**src/rtl/multicycle_controller_if.sv**
```systemverilog
// Instruction fields in, datapath controls out, between the multicycle
// controller (master) and the datapath (slave).
interface multicycle_controller_if;
    logic [6:0] op;
    logic [2:0] funct3;
    logic       funct7b5;
    logic       zero;

    logic [1:0] immSrc;
    logic [1:0] aluSrcA;
    logic [1:0] aluSrcB;
    logic [1:0] resultSrc;
    logic       adrSrc;
    logic [2:0] aluControl;
    logic       irWrite;
    logic       pcWrite;
    logic       regWrite;
    logic       memWrite;
    logic       instrDone;
    logic       illegalOp;

    modport master (
        input  op, funct3, funct7b5, zero,
        output immSrc, aluSrcA, aluSrcB, resultSrc, adrSrc, aluControl,
               irWrite, pcWrite, regWrite, memWrite, instrDone, illegalOp
    );

    modport slave (
        output op, funct3, funct7b5, zero,
        input  immSrc, aluSrcA, aluSrcB, resultSrc, adrSrc, aluControl,
               irWrite, pcWrite, regWrite, memWrite, instrDone, illegalOp
    );
endinterface

```
**src/rtl/multicycle_controller.sv**
```systemverilog
// Moore control FSM for the multicycle RV32I core: sequences fetch, decode,
// execute, memory and writeback and decodes the datapath controls.
module multicycle_controller (
    input  logic                          clk,
    input  logic                          reset,
    multicycle_controller_if.master       bus
);

    typedef enum logic [3:0] {
        S_FETCH    = 4'd0,
        S_DECODE   = 4'd1,
        S_MEMADR   = 4'd2,
        S_MEMREAD  = 4'd3,
        S_MEMWB    = 4'd4,
        S_MEMWRITE = 4'd5,
        S_EXECUTER = 4'd6,
        S_EXECUTEI = 4'd7,
        S_ALUWB    = 4'd8,
        S_BRANCH   = 4'd9,
        S_JAL      = 4'd10
    } state_t;

    typedef enum logic [1:0] {
        ALU_ADD   = 2'd0,
        ALU_SUB   = 2'd1,
        ALU_FUNCT = 2'd2
    } alu_op_t;

    localparam logic [6:0] OP_LW   = 7'b0000011;
    localparam logic [6:0] OP_SW   = 7'b0100011;
    localparam logic [6:0] OP_RALU = 7'b0110011;
    localparam logic [6:0] OP_IALU = 7'b0010011;
    localparam logic [6:0] OP_BR   = 7'b1100011;
    localparam logic [6:0] OP_JAL  = 7'b1101111;

    state_t  state_q;
    state_t  state_d;
    alu_op_t alu_op_s;
    logic    branch_s;
    logic    pc_update_s;
    logic    ir_write_s;
    logic    reg_write_s;
    logic    mem_write_s;
    logic    instr_done_s;
    logic    illegal_op_s;
    logic [1:0] alu_src_a_s;
    logic [1:0] alu_src_b_s;
    logic [1:0] result_src_s;
    logic       adr_src_s;

    function automatic logic [1:0] imm_decode(input logic [6:0] op);
        case (op)
            OP_LW, OP_IALU: imm_decode = 2'b00;
            OP_SW:          imm_decode = 2'b01;
            OP_BR:          imm_decode = 2'b10;
            OP_JAL:         imm_decode = 2'b11;
            default:        imm_decode = 2'b00;
        endcase
    endfunction

    // addi never subtracts: only R-type (op[5]=1) honours funct7b5.
    function automatic logic [2:0] alu_decode(input alu_op_t aop, input logic op5,
                                              input logic [2:0] f3, input logic f7b5);
        case (aop)
            ALU_ADD: alu_decode = 3'b000;
            ALU_SUB: alu_decode = 3'b001;
            ALU_FUNCT: begin
                case (f3)
                    3'b000:  alu_decode = (op5 & f7b5) ? 3'b001 : 3'b000;
                    3'b010:  alu_decode = 3'b101;
                    3'b110:  alu_decode = 3'b011;
                    3'b111:  alu_decode = 3'b010;
                    default: alu_decode = 3'b000;
                endcase
            end
            default: alu_decode = 3'b000;
        endcase
    endfunction

    // State register; reset returns to FETCH without waiting for a clock.
    always_ff @(posedge clk or posedge reset) begin
        if (reset) begin
            state_q <= S_FETCH;
        end else begin
            state_q <= state_d;
        end
    end

    // Next-state and per-state Moore controls.
    always_comb begin
        state_d      = state_q;
        alu_op_s     = ALU_ADD;
        branch_s     = 1'b0;
        pc_update_s  = 1'b0;
        ir_write_s   = 1'b0;
        reg_write_s  = 1'b0;
        mem_write_s  = 1'b0;
        instr_done_s = 1'b0;
        illegal_op_s = 1'b0;
        alu_src_a_s  = 2'b00;
        alu_src_b_s  = 2'b00;
        result_src_s = 2'b00;
        adr_src_s    = 1'b0;
        case (state_q)
            S_FETCH: begin
                ir_write_s   = 1'b1;
                alu_src_b_s  = 2'b10;
                result_src_s = 2'b10;
                pc_update_s  = 1'b1;
                state_d      = S_DECODE;
            end
            S_DECODE: begin
                alu_src_a_s = 2'b01;
                alu_src_b_s = 2'b01;
                case (bus.op)
                    OP_LW, OP_SW: state_d = S_MEMADR;
                    OP_RALU:      state_d = S_EXECUTER;
                    OP_IALU:      state_d = S_EXECUTEI;
                    OP_BR:        state_d = S_BRANCH;
                    OP_JAL:       state_d = S_JAL;
                    default: begin
                        illegal_op_s = 1'b1;
                        state_d      = S_FETCH;
                    end
                endcase
            end
            S_MEMADR: begin
                alu_src_a_s = 2'b10;
                alu_src_b_s = 2'b01;
                if (bus.op[5]) begin
                    state_d = S_MEMWRITE;
                end else begin
                    state_d = S_MEMREAD;
                end
            end
            S_MEMREAD: begin
                adr_src_s = 1'b1;
                state_d   = S_MEMWB;
            end
            S_MEMWB: begin
                result_src_s = 2'b01;
                reg_write_s  = 1'b1;
                instr_done_s = 1'b1;
                state_d      = S_FETCH;
            end
            S_MEMWRITE: begin
                adr_src_s    = 1'b1;
                mem_write_s  = 1'b1;
                instr_done_s = 1'b1;
                state_d      = S_FETCH;
            end
            S_EXECUTER: begin
                alu_src_a_s = 2'b10;
                alu_op_s    = ALU_FUNCT;
                state_d     = S_ALUWB;
            end
            S_EXECUTEI: begin
                alu_src_a_s = 2'b10;
                alu_src_b_s = 2'b01;
                alu_op_s    = ALU_FUNCT;
                state_d     = S_ALUWB;
            end
            S_ALUWB: begin
                reg_write_s  = 1'b1;
                instr_done_s = 1'b1;
                state_d      = S_FETCH;
            end
            S_BRANCH: begin
                alu_src_a_s  = 2'b10;
                alu_op_s     = ALU_SUB;
                branch_s     = 1'b1;
                instr_done_s = 1'b1;
                state_d      = S_FETCH;
            end
            S_JAL: begin
                alu_src_a_s = 2'b01;
                alu_src_b_s = 2'b10;
                pc_update_s = 1'b1;
                state_d     = S_ALUWB;
            end
            default: begin
                state_d = S_FETCH;
            end
        endcase
    end

    // Output drive; enables are suppressed while reset is held.
    always_comb begin
        bus.immSrc     = imm_decode(bus.op);
        bus.aluSrcA    = alu_src_a_s;
        bus.aluSrcB    = alu_src_b_s;
        bus.resultSrc  = result_src_s;
        bus.adrSrc     = adr_src_s;
        bus.aluControl = alu_decode(alu_op_s, bus.op[5], bus.funct3, bus.funct7b5);
        bus.irWrite    = ir_write_s & ~reset;
        bus.pcWrite    = (pc_update_s | (branch_s & (bus.zero ^ bus.funct3[0]))) & ~reset;
        bus.regWrite   = reg_write_s & ~reset;
        bus.memWrite   = mem_write_s & ~reset;
        bus.instrDone  = instr_done_s & ~reset;
        bus.illegalOp  = illegal_op_s & ~reset;
    end

endmodule

```
**src/flat_wrapper.sv**
```systemverilog
// flat-port wrapper written by rule: the top's interface ports become plain ports
module multicycle_controller_flat 
  (clk, reset, bus_op, bus_funct3, bus_funct7b5, bus_zero, bus_immSrc, bus_aluSrcA, bus_aluSrcB, bus_resultSrc, bus_adrSrc, bus_aluControl, bus_irWrite, bus_pcWrite, bus_regWrite, bus_memWrite, bus_instrDone, bus_illegalOp);
  multicycle_controller_if bus_i ();
  input  logic clk;
  input  logic reset;
  input wire logic [$bits(bus_i.op)-1:0] bus_op;
  input wire logic [$bits(bus_i.funct3)-1:0] bus_funct3;
  input wire logic [$bits(bus_i.funct7b5)-1:0] bus_funct7b5;
  input wire logic [$bits(bus_i.zero)-1:0] bus_zero;
  output wire logic [$bits(bus_i.immSrc)-1:0] bus_immSrc;
  output wire logic [$bits(bus_i.aluSrcA)-1:0] bus_aluSrcA;
  output wire logic [$bits(bus_i.aluSrcB)-1:0] bus_aluSrcB;
  output wire logic [$bits(bus_i.resultSrc)-1:0] bus_resultSrc;
  output wire logic [$bits(bus_i.adrSrc)-1:0] bus_adrSrc;
  output wire logic [$bits(bus_i.aluControl)-1:0] bus_aluControl;
  output wire logic [$bits(bus_i.irWrite)-1:0] bus_irWrite;
  output wire logic [$bits(bus_i.pcWrite)-1:0] bus_pcWrite;
  output wire logic [$bits(bus_i.regWrite)-1:0] bus_regWrite;
  output wire logic [$bits(bus_i.memWrite)-1:0] bus_memWrite;
  output wire logic [$bits(bus_i.instrDone)-1:0] bus_instrDone;
  output wire logic [$bits(bus_i.illegalOp)-1:0] bus_illegalOp;
  assign bus_i.op = bus_op;
  assign bus_i.funct3 = bus_funct3;
  assign bus_i.funct7b5 = bus_funct7b5;
  assign bus_i.zero = bus_zero;
  assign bus_immSrc = bus_i.immSrc;
  assign bus_aluSrcA = bus_i.aluSrcA;
  assign bus_aluSrcB = bus_i.aluSrcB;
  assign bus_resultSrc = bus_i.resultSrc;
  assign bus_adrSrc = bus_i.adrSrc;
  assign bus_aluControl = bus_i.aluControl;
  assign bus_irWrite = bus_i.irWrite;
  assign bus_pcWrite = bus_i.pcWrite;
  assign bus_regWrite = bus_i.regWrite;
  assign bus_memWrite = bus_i.memWrite;
  assign bus_instrDone = bus_i.instrDone;
  assign bus_illegalOp = bus_i.illegalOp;
  multicycle_controller u_core (.clk(clk), .reset(reset), .bus(bus_i));
endmodule
```
**config.mk**
```make
export PLATFORM = sky130hd
export DESIGN_NAME = multicycle_controller_flat
export DESIGN_NICKNAME = d
export VERILOG_FILES = /design/src/rtl/multicycle_controller_if.sv /design/src/rtl/multicycle_controller.sv /design/src/flat_wrapper.sv
export SDC_FILE = /design/constraint.sdc
export NUM_CORES = 1
export LEC_CHECK = 0
export BUFFER_PORTS_ARGS = -buffer_cell sky130_fd_sc_hd__buf_2
export CAP_MARGIN = 20
export CORE_UTILIZATION = 35
export CTS_CLUSTER_DIAMETER = 50
export DETAILED_ROUTE_END_ITERATION = 7
export PLACE_DENSITY = 0.69
export SYNTH_ARGS = -nofsm -noshare
export SYNTH_HDL_FRONTEND = slang
export SYNTH_SLANG_ARGS = --single-unit
```
**constraint.sdc**
```tcl
create_clock -name clk -period 3.9 [get_ports clk]
set_clock_uncertainty 0.2 [all_clocks]
set_input_delay 0.195 -clock clk [delete_from_list [all_inputs] [get_ports clk]]
set_output_delay 0.195 -clock clk [all_outputs]
set_load 0.005 [all_outputs]
```
Yosys cells after proc, flatten, opt, wreduce, memory -nomap -nowiden
Index checks and enable logic that the tools add are counted.
{"block": "totals", "ff_bits": 4, "inputBits": 14, "out_inout_bits": 18}
{"block": "op_classes", "eq_ne": 21, "n_mux": 20, "bitwise": 11, "reduce_logical": 13}
{"cell": "$pmux W4 S5", "n": 2}
{"cell": "$eq A4 B3 Y1 const B", "n": 4}
{"cell": "$pmux W2 S2", "n": 4}
{"cell": "$eq A7 B6 Y1 const B", "n": 2}
{"cell": "$eq A7 B7 Y1 const B", "n": 2}
{"cell": "$eq A4 B4 Y1 const B", "n": 3}
{"cell": "$pmux W3 S4", "n": 1}
{"cell": "$reduce_or A2 Y1", "n": 6}
{"cell": "$mux W1", "n": 10}
{"cell": "$and A1 B1 Y1", "n": 8}
{"cell": "$eq A4 B2 Y1 const B", "n": 2}
{"cell": "$reduce_or A4 Y1", "n": 2}
{"cell": "$eq A7 B2 Y1 const B", "n": 1}
{"cell": "$eq A7 B5 Y1 const B", "n": 1}
{"cell": "$eq A3 B3 Y1 const B", "n": 2}
{"cell": "$pmux W2 S3", "n": 1}
{"cell": "$pmux W3 S2", "n": 1}
{"cell": "$reduce_or A3 Y1", "n": 2}
{"cell": "$reduce_or A6 Y1", "n": 1}
{"cell": "$eq A4 B1 Y1 const B", "n": 1}
{"cell": "$logic_not A4 Y1", "n": 1}
{"cell": "$eq A3 B2 Y1 const B", "n": 1}
{"cell": "$logic_not A3 Y1", "n": 1}
{"cell": "$mux W3", "n": 1}
{"cell": "5 further kinds", "n": 5}

Depth between registers and ports, before layout
{"block": "depth", "depth_word": 5, "ltp_mapped": 7, "depth_no_buf": 6}

Worst setup path after synthesis
No wires, ideal clock.
{"block": "synth_path", "path_kind": "reg-to-reg", "start": "register u_core.state_q[2]", "end": "register u_core.state_q[2]", "path_stages_with_launch": 7, "path_buffers": 2, "slack_ps": 2007, "arrival_time_ps": 1598, "setup_ps": 95, "period_less_slack_ps": 1893, "path_cell_list": "dfrtp_1 > buf_6 > or2_1 > buf_6 > or2_4 > or4_4 > o32ai_2"}
{"block": "synth_via", "elab_chain_cells": 3}
{"element": "from (decl)", "line": "multicycle_controller.sv:36", "text": "state_t state_q;"}
{"element": "from (signal assigned)", "line": "multicycle_controller.sv:85", "text": "state_q <= state_d;"}
{"element": "$eq A4 B3 Y1 / $eq A4 B4 Y1 (equally long branches)", "line": "multicycle_controller.sv:104", "text": "case (state_q)"}
{"element": "$reduce_or A3 Y1 (no line)"}
{"element": "$pmux W4 S5 (*)", "line": "multicycle_controller.sv:104"}
{"element": "net u_core.state_d[2]", "line": "multicycle_controller.sv:37", "text": "state_t state_d;"}
Mark *: on every way through the listed nets, which the timed path passes. The rest lies on a longest branch.

Worst setup path in the final report
{"block": "layout_path", "start": "register u_core.state_q[0]", "end": "output bus_aluControl[2]"}
{"block": "layout_via", "elab_chain_cells": 5}
{"element": "$eq A4 B3 Y1", "line": "multicycle_controller.sv:104"}
{"element": "$reduce_or A2 Y1 (no line)"}
{"element": "$pmux W2 S2 (*)", "line": "multicycle_controller.sv:104"}
{"element": "$eq A2 B2 Y1 / $eq A2 B1 Y1 (equally long branches)", "line": "multicycle_controller.sv:64", "text": "case (aop)"}
{"element": "$pmux W3 S2 (*)", "line": "multicycle_controller.sv:64"}
{"element": "to (decl)", "line": "flat_wrapper.sv:16", "text": "output wire logic [$bits(bus_i.aluControl)-1:0] bus_aluControl;"}
Every way passes the cells marked *; elsewhere a longest branch is shown, timed or not.

==> results_dict.tcl <==
set metrics [dict create \
    gp_congestion 0.762 \
    ctsResizeCount 0 \
    stdcell_area_um2 709 \
    top_register "u_core.state_q" \
    cts_buffers 3 \
    pre_cts_slack_ns 1.95 \
    h-tree-depth 1 \
    synth-simple-area-share_pct 42.3 \
    grt_pass1_wl_mm 1.74 \
    wl_mm 1.33 \
    synth_nets 88 \
    drive_above_1_share_pct 37.3 \
    synth_edf_count 0 \
    startpoint "u_core.state_q[0]" \
    grt_overflow 0 \
    async_reset_ff_share_pct 100 \
    synth_top_family_by_area "simple AND/OR/NAND/NOR gates" \
    num-nets-final 120 \
    yosysTopAreaCellShare_pct 18.6 \
    drtPass1Iterations 4 \
    cts_sinks 4 \
    wl_per_cell_um 11.4 \
    cp-end-kind "output port" \
    setup_violations 0 \
    drc_errors 0 \
    synth_top_area_cell "dfrtp_1" \
    crit_path_max_fanout 14 \
    fin_crit_sh_pct 56.6 \
    synth-seq-cells 4 \
    synth_area_per_cell_um2 7.47 \
    root_buffer "clkbuf_4" \
    yosysWarnings 0 \
    startpoint_type "register" \
    ant_nets 0 \
    area_growth_pct 31.9 \
    synth-compound-area-share_pct 20.2 \
    core_area_um2 1370 \
    grt_pass1_vias 431 \
    synth_common_cells "nand2_1 (7), nor2_1 (6), nor4_1 (6)" \
    synthCells 72 \
    grt_usage_pct 16.7 \
    setup_slack_ns 1.69 \
    fmax_mhz 453 \
    reg_top3 "u_core.state_q x4" \
    clk_latency_ns 0.24 \
    largest_register_ffs 4 \
    status "complete, no violations" \
    rsz0062_at_grt "false" \
    antenna_cells 0 \
    synth.distinct_cells 32 \
    fp-row-count 13 \
    max-vdd-ir-drop_uv 170 \
    crit_arrival_ns 1.81 \
    cts_tree "yes" \
    p_per_area_nw_per_um2 363 \
    drv_slew 0 \
    placed_area_um2 677 \
    grt_antenna_before_repair 0 \
    syn_area_um2 538 \
    holdBufCountCts 1 \
    ys.flop_type "dfrtp_1" \
    dieArea_um2 1700 \
    path_class "reg -> out" \
    portBuffers 31 \
    ys_seq_area_share_pct 18.6 \
    tightest_slew_ns 0.496 \
    place_inst 113 \
    synthMuxAreaShare_pct 0 \
    hp-class "in -> reg" \
    grt_max_degree 15 \
    r2r-start "u_core.state_q[2]" \
    clockBufferDepth 2 \
    dp_hpwl_mm 1.04 \
    fin_cells 117 \
    io_pins 32 \
    synth_fa_ha_area_share_pct 4.65 \
    leakage_nw 0.351 \
    synth-xor-area-share_pct 4.88 \
    yosys-top-cells-area "dfrtp_1 (19%), nor4_1 (7.0%), nor3b_1 (5.6%), nand2_1 (4.9%), ha_1 (4.7%)" \
    fin_crit_ns 2.21 \
    power_uw 258 \
    fp.dieW_um 41.2 \
    worstHoldStart "bus_op[6]" \
    cp.required_ns 3.50 \
    num_vias 635 \
    maxCapViolations 0 \
    final.setup.tns_ns 0 \
    yosysMostFrequentCell "nand2_1" \
    die_y_um 41.2 \
    slew_headroom_pct 66.6 \
    hold_violations 0 \
    drt_iter0_drc 14 \
    start_util_pct 39.4 \
    postCtsSetupBuffers 0 \
    viasPerCell 5.43 \
    clk_pin_slew_ns 0.04 \
]
## critical path, cell delays in order, from the launching register on
cell and delay, ns:
dfrtp_1 0.59, and2b_1 0.20, nand2_1 0.09, ha_1 0.34, nor4_1 0.21, buf_2 0.15
## report_power, final
| group | switching [mW] | leakage, nW | total, mW | internal (mW) |
|---|---|---|---|---|
| Sequential | 0.0238 | 0.0535 | 0.0718 | 0.0480 |
| Combinational | 0.0611 | 0.283 | 0.134 | 0.0728 |
| Clock | 0.0174 | 0.0138 | 0.0519 | 0.0344 |
## stage by stage
step	hold slack (ns)	utilization, %
after floorplan	-0.239	-
after global routing	0.126	51.9
after global placement	-0.0603	49.5
after CTS	0.0971	51.9
final	0.110	51.9
after detailed placement	-0.0630	49.5
## final cells by class
class                   count  area, um^2
inverters                   4        15.0
clock buffers               3        22.5
well taps                  15        18.8
repair buffers             32         165
fillers                   140         657
multi-input cells          59         388
flip-flops and latches      4         100
## path summary, 6_finish.rpt
check / end / slack (ns) / cells past startpoint
max: bus_aluControl[2] / 1.69 / 5
min: u_core.state_q[2] / 0.11 / 3
max reg2reg: u_core.state_q[0] / 1.94 / 4
min reg2reg: u_core.state_q[2] / 0.48 / 1
max in group asynchronous: u_core.state_q[0] / 3.13 / 3
min in group asynchronous: u_core.state_q[2] / 0.23 / 3
## routing by layer
metal | share of wire [%] | vias to the layer above | global-route usage (%)
met4 | 2.7 | 0 | 16.9
met5 | 0 | - | 0
met3 | 6.7 | 4 | 1.63
met2 | 46 | 34 | 25.8
li1 | - | 320 | -
met1 | 45 | 277 | 19.5
## cell families (layout without fill, tap and decap cells)
logic type                 Yosys count  count (layout)
AOI/OAI and AO/OA                   14              14
xor gates and xnor gates             3               3
adders and majority gates            2               2
buffers and inverters                9              39
DFF                                  4               4
and+or+nand+nor                     40              40
## cells in the final DEF, fill, tap and decap left out, drive strengths merged
cell type	netlist	final
buf	4	31
nand2	7	7
nor2	6	6
nor4	6	6
inv	4	4
nor3	4	4
nand2b	4	4
nor3b	4	4
dfrtp	4	4
nor2b	3	3
clkbuf	1	3
a31oi	2	2
xor2	2	2
o21ai	2	2
a21oi	2	2
o22a	2	2
ha	2	2
or2	2	2
o22ai	2	2
and2b	1	1
and2	1	1
o21bai	1	1
or2b	1	1
a22o	1	1
xnor2	1	1
or4	1	1
o32ai	1	1
a211oi	1	1
dlygate4sd3	0	1
No activity file was read; power rests on OpenSTA's default activity.
